$ cat config.mk
export PLATFORM = sky130hd
export DESIGN_NAME = multi_ch_accum_flat
export DESIGN_NICKNAME = d
export VERILOG_FILES = /design/src/rtl/multi_ch_accum_if.sv /design/src/rtl/multi_ch_accum.sv /design/src/flat_wrapper.sv
export SDC_FILE = /design/constraint.sdc
export NUM_CORES = 1
export LEC_CHECK = 0
export ABC_AREA = 1
export CORE_MARGIN = 2
export CORE_UTILIZATION = 57
export CTS_CLUSTER_DIAMETER = 200
export CTS_CLUSTER_SIZE = 25
export DETAILED_ROUTE_END_ITERATION = 7
export PLACE_DENSITY_LB_ADDON = 0.3
export SYNTH_ARGS = -nofsm -noshare
export SYNTH_HDL_FRONTEND = slang
export SYNTH_SLANG_ARGS = --single-unit
$ cat constraint.sdc
create_clock -name clk -period 8.85 [get_ports clk]
set_input_delay 1.77 -clock clk [delete_from_list [all_inputs] [get_ports clk]]
set_output_delay 1.77 -clock clk [all_outputs]
set_load 0.02 [all_outputs]
$ cat src/rtl/multi_ch_accum_if.sv
`default_nettype none
// =============================================================================
// Module   : multi_ch_accum_if
// Brief    : Sample, clear and read-back signals of the multi-channel accumulator.
// Revision : 1.0
// =============================================================================
interface multi_ch_accum_if #(
    parameter int DATA_W = 12,
    parameter int ACC_W  = 32,
    parameter int N_CH   = 4,
    parameter int CH_W   = 2
);
    logic                     en;
    logic                     clr;
    logic [1:0]               mode;
    logic [CH_W-1:0]          ch;
    logic signed [DATA_W-1:0] x;
    logic [CH_W-1:0]          rd_ch;
    logic signed [ACC_W-1:0]  y;
    logic [N_CH-1:0]          sat;
    logic                     done;
    logic [CH_W-1:0]          done_ch;

    modport master (
        output en, clr, mode, ch, x, rd_ch,
        input  y, sat, done, done_ch
    );

    modport slave (
        input  en, clr, mode, ch, x, rd_ch,
        output y, sat, done, done_ch
    );
endinterface
`default_nettype wire

$ cat src/rtl/multi_ch_accum.sv
`default_nettype none
// =============================================================================
// Module   : multi_ch_accum
// Brief    : N_CH saturating signed accumulators fed through a 2-stage pipe.
// Revision : 1.0
// =============================================================================
module multi_ch_accum #(
    parameter int DATA_W = 12,
    parameter int ACC_W  = 32,
    parameter int N_CH   = 4,
    parameter int CH_W   = 2
) (
    input  logic               clk,
    input  logic               rst,
    multi_ch_accum_if.slave    bus
);
    localparam logic [CH_W:0]      c_n_ch    = (CH_W+1)'(N_CH);
    localparam logic [ACC_W-1:0]   c_acc_max = {1'b0, {(ACC_W-1){1'b1}}};
    localparam logic [ACC_W-1:0]   c_acc_min = {1'b1, {(ACC_W-1){1'b0}}};
    localparam logic [1:0]         c_mode_peak = 2'd3;

    logic                      w_ch_ok;
    logic signed [DATA_W:0]    w_x_ext;
    logic signed [DATA_W:0]    w_abs;
    logic signed [2*DATA_W-1:0] w_sq;
    logic signed [ACC_W-1:0]   w_f;

    logic                      r_v1;
    logic [CH_W-1:0]           r_ch1;
    logic [1:0]                r_mode1;
    logic                      r_clr1;
    logic                      r_en1;
    logic signed [ACC_W-1:0]   r_f1;

    logic signed [ACC_W-1:0]   r_acc [N_CH];
    logic [N_CH-1:0]           r_sat;
    logic                      r_done;
    logic [CH_W-1:0]           r_done_ch;
    logic signed [ACC_W-1:0]   r_y;

    logic signed [ACC_W-1:0]   w_cur;
    logic [ACC_W:0]            w_sum;
    logic signed [ACC_W-1:0]   w_next;
    logic                      w_sat_set;
    logic                      w_sat_clr;
    logic signed [ACC_W-1:0]   w_rd;

    // Stage 1: transform; |x| uses one extra bit so the most negative x does not wrap
    assign w_ch_ok = ({1'b0, bus.ch} < c_n_ch);
    assign w_x_ext = {bus.x[DATA_W-1], bus.x};
    assign w_abs   = w_x_ext[DATA_W] ? -w_x_ext : w_x_ext;
    assign w_sq    = bus.x * bus.x;

    always_comb begin
        w_f = '0;
        case (bus.mode)
            2'd1:    w_f = {{(ACC_W-DATA_W){bus.x[DATA_W-1]}}, bus.x};
            2'd2:    w_f = {{(ACC_W-2*DATA_W){w_sq[2*DATA_W-1]}}, w_sq};
            default: w_f = {{(ACC_W-DATA_W-1){w_abs[DATA_W]}}, w_abs};
        endcase
    end

    always_ff @(posedge clk) begin
        if (rst) begin
            r_v1    <= 1'b0;
            r_ch1   <= '0;
            r_mode1 <= '0;
            r_clr1  <= 1'b0;
            r_en1   <= 1'b0;
            r_f1    <= '0;
        end else begin
            r_v1    <= (bus.en | bus.clr) & w_ch_ok;
            r_ch1   <= bus.ch;
            r_mode1 <= bus.mode;
            r_clr1  <= bus.clr;
            r_en1   <= bus.en;
            r_f1    <= w_f;
        end
    end

    // Stage 2: whole read-modify-write happens here, so back-to-back hits need no bypass
    always_comb begin
        w_cur = '0;
        for (int i = 0; i < N_CH; i++) begin
            if (r_ch1 == CH_W'(i)) w_cur = r_acc[i];
        end
    end

    assign w_sum = {w_cur[ACC_W-1], w_cur} + {r_f1[ACC_W-1], r_f1};

    always_comb begin
        w_next    = w_cur;
        w_sat_set = 1'b0;
        w_sat_clr = 1'b0;
        if (r_clr1) begin
            w_next    = r_en1 ? r_f1 : '0;
            w_sat_clr = 1'b1;
        end else if (r_mode1 == c_mode_peak) begin
            w_next = (r_f1 > w_cur) ? r_f1 : w_cur;
        end else if (w_sum[ACC_W:ACC_W-1] == 2'b01) begin
            w_next    = c_acc_max;
            w_sat_set = 1'b1;
        end else if (w_sum[ACC_W:ACC_W-1] == 2'b10) begin
            w_next    = c_acc_min;
            w_sat_set = 1'b1;
        end else begin
            w_next = w_sum[ACC_W-1:0];
        end
    end

    // Out-of-range rd_ch matches no channel and reads back zero
    always_comb begin
        w_rd = '0;
        for (int i = 0; i < N_CH; i++) begin
            if (bus.rd_ch == CH_W'(i)) w_rd = r_acc[i];
        end
    end

    always_ff @(posedge clk) begin
        if (rst) begin
            for (int i = 0; i < N_CH; i++) r_acc[i] <= '0;
            r_sat     <= '0;
            r_done    <= 1'b0;
            r_done_ch <= '0;
            r_y       <= '0;
        end else begin
            r_done <= r_v1;
            if (r_v1) begin
                r_done_ch <= r_ch1;
                for (int i = 0; i < N_CH; i++) begin
                    if (r_ch1 == CH_W'(i)) begin
                        r_acc[i] <= w_next;
                        r_sat[i] <= ~w_sat_clr & (r_sat[i] | w_sat_set);
                    end
                end
            end
            r_y <= w_rd;
        end
    end

    assign bus.y       = r_y;
    assign bus.sat     = r_sat;
    assign bus.done    = r_done;
    assign bus.done_ch = r_done_ch;
endmodule
`default_nettype wire

$ cat src/flat_wrapper.sv
// flat-port wrapper written by rule: the top's interface ports become plain ports
module multi_ch_accum_flat 
#(
    parameter int DATA_W = 12,
    parameter int ACC_W  = 32,
    parameter int N_CH   = 4,
    parameter int CH_W   = 2
)
  (clk, rst, bus_en, bus_clr, bus_mode, bus_ch, bus_x, bus_rd_ch, bus_y, bus_sat, bus_done, bus_done_ch);
  multi_ch_accum_if #(.DATA_W(DATA_W), .ACC_W(ACC_W), .N_CH(N_CH), .CH_W(CH_W)) bus_i ();
  input  logic clk;
  input  logic rst;
  input wire logic [$bits(bus_i.en)-1:0] bus_en;
  input wire logic [$bits(bus_i.clr)-1:0] bus_clr;
  input wire logic [$bits(bus_i.mode)-1:0] bus_mode;
  input wire logic [$bits(bus_i.ch)-1:0] bus_ch;
  input wire logic [$bits(bus_i.x)-1:0] bus_x;
  input wire logic [$bits(bus_i.rd_ch)-1:0] bus_rd_ch;
  output wire logic [$bits(bus_i.y)-1:0] bus_y;
  output wire logic [$bits(bus_i.sat)-1:0] bus_sat;
  output wire logic [$bits(bus_i.done)-1:0] bus_done;
  output wire logic [$bits(bus_i.done_ch)-1:0] bus_done_ch;
  assign bus_i.en = bus_en;
  assign bus_i.clr = bus_clr;
  assign bus_i.mode = bus_mode;
  assign bus_i.ch = bus_ch;
  assign bus_i.x = bus_x;
  assign bus_i.rd_ch = bus_rd_ch;
  assign bus_y = bus_i.y;
  assign bus_sat = bus_i.sat;
  assign bus_done = bus_i.done;
  assign bus_done_ch = bus_i.done_ch;
  multi_ch_accum #(.DATA_W(DATA_W), .ACC_W(ACC_W), .N_CH(N_CH), .CH_W(CH_W)) u_core (.clk(clk), .rst(rst), .bus(bus_i));
endmodule
==> qor.yml, run 1 <==
run_status:
  status: "finished with violations"
  violations: "design-rule violations"
placement:
  place_congestion: 1.00
  post_dp_cell_area_mm2: 0.0190
  portBuffers: 60
  pre_cts_slack_ps: 935
  dp.cells: 2771
  dp_hpwl_um: 41700
clock_network:
  clock_path_buffers: 2
  cts_root_buffer: "clkbuf_16"
  cts_hold_buf: 0
  cts_tree: "built"
  cts.sinks: 198
  cts_setup_buffers: 0
  path_clk_slew_ps: 70
  clk_latency_ps: 450
  h-tree-depth: 4
  cts_made_buffers: 17
  post_cts_resize_count: 0
power:
  power.leakage_nw: 9.55
  p_total_mw: 5.56
  powerDensity_mw_per_mm2: 284
  ir_drop_mv: 0.202
sta:
  finalSetupViolCount: 0
  hold_viol: 0
  fmax_mhz: 134
  fin_skew_ps: 9.69
  setup_tns_ps: 0
  min_period_ps: 7470
  slew_headroom_pct: 21.7
  timing.hold.ws_ps: 478
  tightest_slew_ps: 1170
  drv_slew: 0
  rsz0062_at_grt: "no"
  timing.final.crit_share_pct: 84.4
  fin_ws_ps: 1380
critical_path:
  crit_chain: "clkdlybuf4s50_1, nand2_1, inv_1, fa_1, fa_1, inv_1, fa_1, inv_1, fa_1, inv_1, fa_1, inv_1, ha_1, inv_1, nor3_1, and2_1, nand4_1, nand3_1, a21oi_1, o21ai_0, nand2_1, nand2_1, a21oi_1"
  critPathLaunchType: "input pin"
  worstSetupEndpointType: "flop"
  cpMaxStageDelayCell: "clkdlybuf4s50_1"
  required_ps: 9170
  crit_type: "in -> reg"
  cpPeakStageDelay_ps: 990
  cp_common_cell: "inv_1"
  path_buf_inv: 7
  critPathTopFamily: "adder cells"
  crit_arrival_ps: 7800
  cp_max_fo: 22
routing:
  wl_um: 56900
  drc: 1
  first_iter_violations: 1908
  vias_per_cell: 5.96
  wl_per_cell_um: 20.3
  first_pass_iters: 8
  vias: 16718
  drt.antenna.violating_nets: 0
logic_synthesis:
  syn-instance-count: 2377
  synth_nets: 2653
  synth_edf_count: 128
  syn_area_per_cell_um2: 7.59
  synthArstFlopShare_pct: 0
  ys_types: 49
  synthFlopType: "edfxtp_1"
  syn-cell-area_mm2: 0.0180
  yosysWarnings: 0
  synth_seq_cells: 198
  ys_seq_area_share_pct: 29.1
floorplanning:
  core.rowCount: 65
  coreArea_mm2: 0.0314
  die_h_um: 182
  die_area_mm2: 0.0331
  ios: 61
  die_x_um: 182
  initial_core_util_pct: 57.5
cells_and_area:
  drive_gt1_share_pct: 3.42
  final_common_cell: "nand2_1"
  final_area_mm2: 0.0196
  seq_area_mm2: 0.00525
  utilization_pct: 62.3
  final_cell_mix: "nand2_1 (481), inv_1 (470), a21oi_1 (247), nand3_1 (151), nor2_1 (134)"
  fillers: 2770
  syn_to_final_growth_pct: 8.49
  fin_cells: 2803
  multi_input_area_mm2: 0.0106
  fin_nets: 2664
  diodes: 0
global_routing:
  grt_first_pass_wirelength_um: 89900
  overflow: 0
  antenna_found_initial: 0
  grt_max_degree: 43
  grt_use_total_pct: 35.2
  grt_pass1_vias: 16406
hold_path:
  hold_class: "reg -> reg"
run:
  max-cap-violations: 0
[layer usage]
| metal | wire length (µm) | vias to the layer above | track usage, % |
|---|---|---|---|
| li1 | - | 7681 | - |
| met1 | 22800 | 7880 | 46.9 |
| met2 | 26400 | 992 | 57.4 |
| met3 | 5650 | 165 | 6.32 |
| met4 | 2020 | 0 | 13.3 |
| met5 | 0 | - | 0 |
[logic make-up after synthesis]
family | Yosys count | synth area share (%)
simple gates | 845 | 20.0
compound gates | 476 | 14.6
fa+ha+maj | 254 | 22.8
xor+xnor | 28 | 1.36
flops | 198 | 29.1
buf+inv | 576 | 12.1
[synth_stat cells (4+ instances only)]
master      n  area, µm²
a211oi_1    4       30.0
a21oi_1   247       1240
buf_2       6       30.0
ha_1      129       1610
xor2_1     16        140
o221ai_1   10       87.6
nand3_2    10        100
nand2_1   481       1810
nand4_1    35        219
o22ai_1    16        100
clkbuf_1   86        323
inv_2       4       15.0
xnor2_1    12        105
inv_1     470       1760
a21boi_0    4       30.0
a221oi_1    5       43.8
nor2_1    135        507
fa_1      125       2500
a22o_1      4       35.0
o21bai_1    4       30.0
nor3_1     17       85.1
edfxtp_1  128       3840
nand3_1   151        756
o21ai_0   127        636
buf_1       4       15.0
dfxtp_1    70       1400
o211ai_1   23        173
o21a_1     20        150
[report_power, final]
| group | internal [mW] | leakage (nW) | total [mW] | switching, mW |
|---|---|---|---|---|
| Sequential | 1.07 | 1.92 | 1.16 | 0.0893 |
| Clock | 0.421 | 0.279 | 0.782 | 0.361 |
| Combinational | 1.23 | 7.36 | 3.61 | 2.39 |
| Total | 2.72 | 9.55 | 5.56 | 2.84 |
[layout make-up]
| class | instances | area share (%) |
|---|---|---|
| multi-input cells | 1603 | 54.2 |
| flip-flops and latches | 198 | 26.8 |
| repair buffers | 91 | 4.26 |
| well taps | 402 | 2.57 |
| inverters | 477 | 9.15 |
| clock inverters | 10 | 0.512 |
| clock buffers | 22 | 2.48 |
[worst min-delay path: stages, from the launching register on]
cell	delay, ps
dfxtp_1	320
nand2_1	60
a21oi_1	50
[final timing paths]
| check | cells past startpoint | from | to | slack (ps) |
|---|---|---|---|---|
| min | 2 | u_core.bus.done_ch[0] | u_core.bus.done_ch[0] | 480 |
| max | 23 | bus_x[11] | u_core.r_f1[22] | 1380 |
| min reg2reg | 2 | u_core.bus.done_ch[0] | u_core.bus.done_ch[0] | 480 |
| max reg2reg | 23 | u_core.r_ch1[1] | u_core.r_acc[1][5] | 2080 |
[registers in the layout, indices dropped and copies added, names as in the netlist, 2 cells and up]
signal	count
u_core.bus.done_ch	2
u_core.bus.sat	4
u_core.bus.y	32
u_core.r_acc	128
u_core.r_ch1	2
u_core.r_f1	24
u_core.r_mode1	2
Note: power is estimated with default switching activity, not from simulation.
==> run 2, diff against run 1 <==
Clock period 8.85 ns to 7.05 ns, I/O delays scaled along.
==> run 2 against run 1 <==
The run now ends clean. Sequential power grew 24%. Sequential share of layout area is 0.34 points lower. Register-to-register slack got worse by 1200 ps. Via count up 0.58%. Critical endpoint is now u_core.r_f1[19].
==> qor.yml, run 2 (synthesized netlist as in run 1, its figures left out) <==
power:
  p_seq_share_pct: 20.5  # -0.4 points
  ir_drop_mv: 0.293  # +45%
  clkPwrFrac_pct: 13.1  # -1.0 points
  comb_power_share_pct: 66.4  # +1.3 points
  power.leakage_nw: 9.72  # +1.7%
  power.switching_mw: 3.57  # +26%
  switching_share_pct: 50.7  # -0.40 points
  p_int_mw: 3.47  # +28%
  powerDensity_mw_per_mm2: 355  # +25%
critical_path:
  required_ps: 7370  # -1800 ps
  reg2reg_from: "u_core.r_ch1[1]"
  cp_max_fo: 7  # -68%
  reg2reg_slack_ps: 930  # -1150 ps
  crit_arrival_ps: 6900  # -900 ps
  crit_type: "in -> reg"
  worstSetupEndpointType: "flop"
  r2r-end: "u_core.r_acc[2][30]"
  critPathLaunchType: "input pin"
  worstRegToRegCells: 25  # +8.7%
floorplanning:
  initial_core_util_pct: 57.5  # unchanged
  ios: 61  # unchanged
  die_h_um: 182  # unchanged
  coreArea_mm2: 0.0314  # unchanged
  die_area_mm2: 0.0331  # unchanged
  die_x_um: 182  # unchanged
  core.rowCount: 65  # unchanged
run:
  max-cap-violations: 0  # unchanged
clock_network:
  cts_root_buffer: "clkbuf_16"
  post_cts_resize_count: 0  # unchanged
  cts.sinks: 198  # unchanged
  clk_latency_ps: 450  # about the same
  cts_setup_buffers: 0  # unchanged
  cts_tree: "built"
  h-tree-depth: 4  # unchanged
  cts_made_buffers: 17  # unchanged
  clock_path_buffers: 2  # unchanged
  cts_hold_buf: 0  # unchanged
  path_clk_slew_ps: 70  # about the same
cells_and_area:
  top_register: "u_core.r_acc"
  fillers: 2803  # +1.2%
  syn_to_final_growth_pct: 9.86
  seq_area_mm2: 0.00525  # unchanged
  multi_input_area_mm2: 0.0106  # about the same
  diodes: 0  # unchanged
  drive_gt1_share_pct: 4.88  # +1.5 points
  final_common_cell: "nand2_1"
  fin_nets: 2702  # +1.4%
  final_cell_mix: "nand2_1 (481), inv_1 (470), a21oi_1 (247), nand3_1 (151), nor2_1 (134)"
  largest_reg_flops: 128  # unchanged
hold_path:
  hold_end: "u_core.bus.done_ch[0]"
  hp-start: "u_core.bus.done_ch[0]"
  hold_class: "reg -> reg"
  hold_depth: 2  # unchanged
global_routing:
  grt_use_total_pct: 34.9  # -0.25 points
  grt_util_met1_pct: 46.4  # -0.53 points
  antenna_found_initial: 0  # unchanged
  grt_max_degree: 43  # unchanged
  grt_pass1_vias: 16952  # +3.3%
  overflow: 0  # unchanged
  grt_util_met3_pct: 6.30  # -0.020 points
  grtUsageMet2_pct: 56.9  # -0.58 points
  grt_first_pass_wirelength_um: 90000  # +0.16%
  busiest_layer: "met2"
sta:
  timing.final.crit_share_pct: 93.4
  fin_ws_ps: 466  # -910 ps
  min_period_ps: 6580
  fmax_mhz: 152
  rsz0062_at_grt: "no"
  setup_tns_ps: 0  # unchanged
  slew_headroom_pct: 19.9  # -1.8 points
  drv_slew: 0  # unchanged
  fin_skew_ps: 11.3  # +1.63 ps
  hold_viol: 0  # unchanged
  tightest_slew_ps: 1200  # +25.3 ps
  finalSetupViolCount: 0  # unchanged
placement:
  portBuffers: 60  # unchanged
  dp_hpwl_um: 42300  # +1.4%
  place_congestion: 1.04  # +3.7%
  pre_cts_slack_ps: 67.7  # -867 ps
routing:
  vias_per_cell: 5.92  # -0.77%
  drt.antenna.violating_nets: 0  # unchanged
  wl_um: 56600  # -0.47%
  drc: 0  # -1
  first_iter_violations: 1827  # -4.2%
  wl_per_cell_um: 19.9  # -1.8%
  first_pass_iters: 8  # unchanged
  vias: 16815  # +0.58%
run_status:
  status: "finished clean"
-- run 2: power groups by stage --
stage	sequential, mW	clock [mW]	combinational, mW
2_1_floorplan	1.45	0	3.30
3_3_place_gp	1.46	0	4.54
3_5_place_dp	1.46	0	4.58
4_1_cts	1.44	0.927	4.61
5_1_grt	1.45	0.966	5.26
6_report	1.44	0.926	4.68
-- run 2: per-layer routing --
layer	wire length, µm	vias up
met3	5530	177
met5	0	-
met1	22900	7946
met4	2200	0
met2	26000	936
li1	-	7756
-- run 2: layout make-up --
class,count,area share (%)
tap,402,2.54
clock inverter,12,0.524
timing repair buffer,129,5.71
sequential,198,26.5
inverter,477,9.04
multi-input combinational,1603,53.5
clock buffer,20,2.20
-- run 2: metrics by stage --
stage                     instance area (µm²)  util (%)  std cells  hold slack, ps  power (mW)
after global placement                  19300      61.4       2809             453        6.00
after floorplan                         18000         -       2377             472        4.75
after detailed placement                19300      61.4       2809             457        6.04
final                                   19800      63.1       2841             468        7.04
after CTS                               19800      63.1       2841             469        6.97
after global routing                    19800      63.1       2841             500        7.67
-- run 2: how the worst max path moves through the flow --
stage / startpoint / to / slack (ps) / cells after the start
final: bus_x[7] / u_core.r_f1[19] / 470 / 24
after global routing: bus_x[2] / u_core.r_f1[19] / 140 / 24
after CTS: bus_x[7] / u_core.r_f1[19] / 530 / 24
after detailed placement: bus_x[7] / u_core.r_f1[19] / 70 / 24
after floorplan: bus_x[11] / u_core.r_f1[30] / 600 / 24
after global placement: bus_x[7] / u_core.r_f1[19] / 140 / 24
-- run 2: worst max-delay path: stages --
cell	delay, ps
clkdlybuf4s50_1	820
nand2_1	200
inv_1	120
fa_1	450
fa_1	510
inv_1	50
fa_1	470
inv_1	50
fa_1	520
inv_1	50
fa_1	520
inv_1	40
ha_1	330
a21oi_1	170
a21boi_0	210
buf_4	150
inv_1	30
nand2_1	40
nand2_1	100
a21oi_1	190
xor2_1	160
o21ai_0	90
nand2_1	80
a21oi_1	80
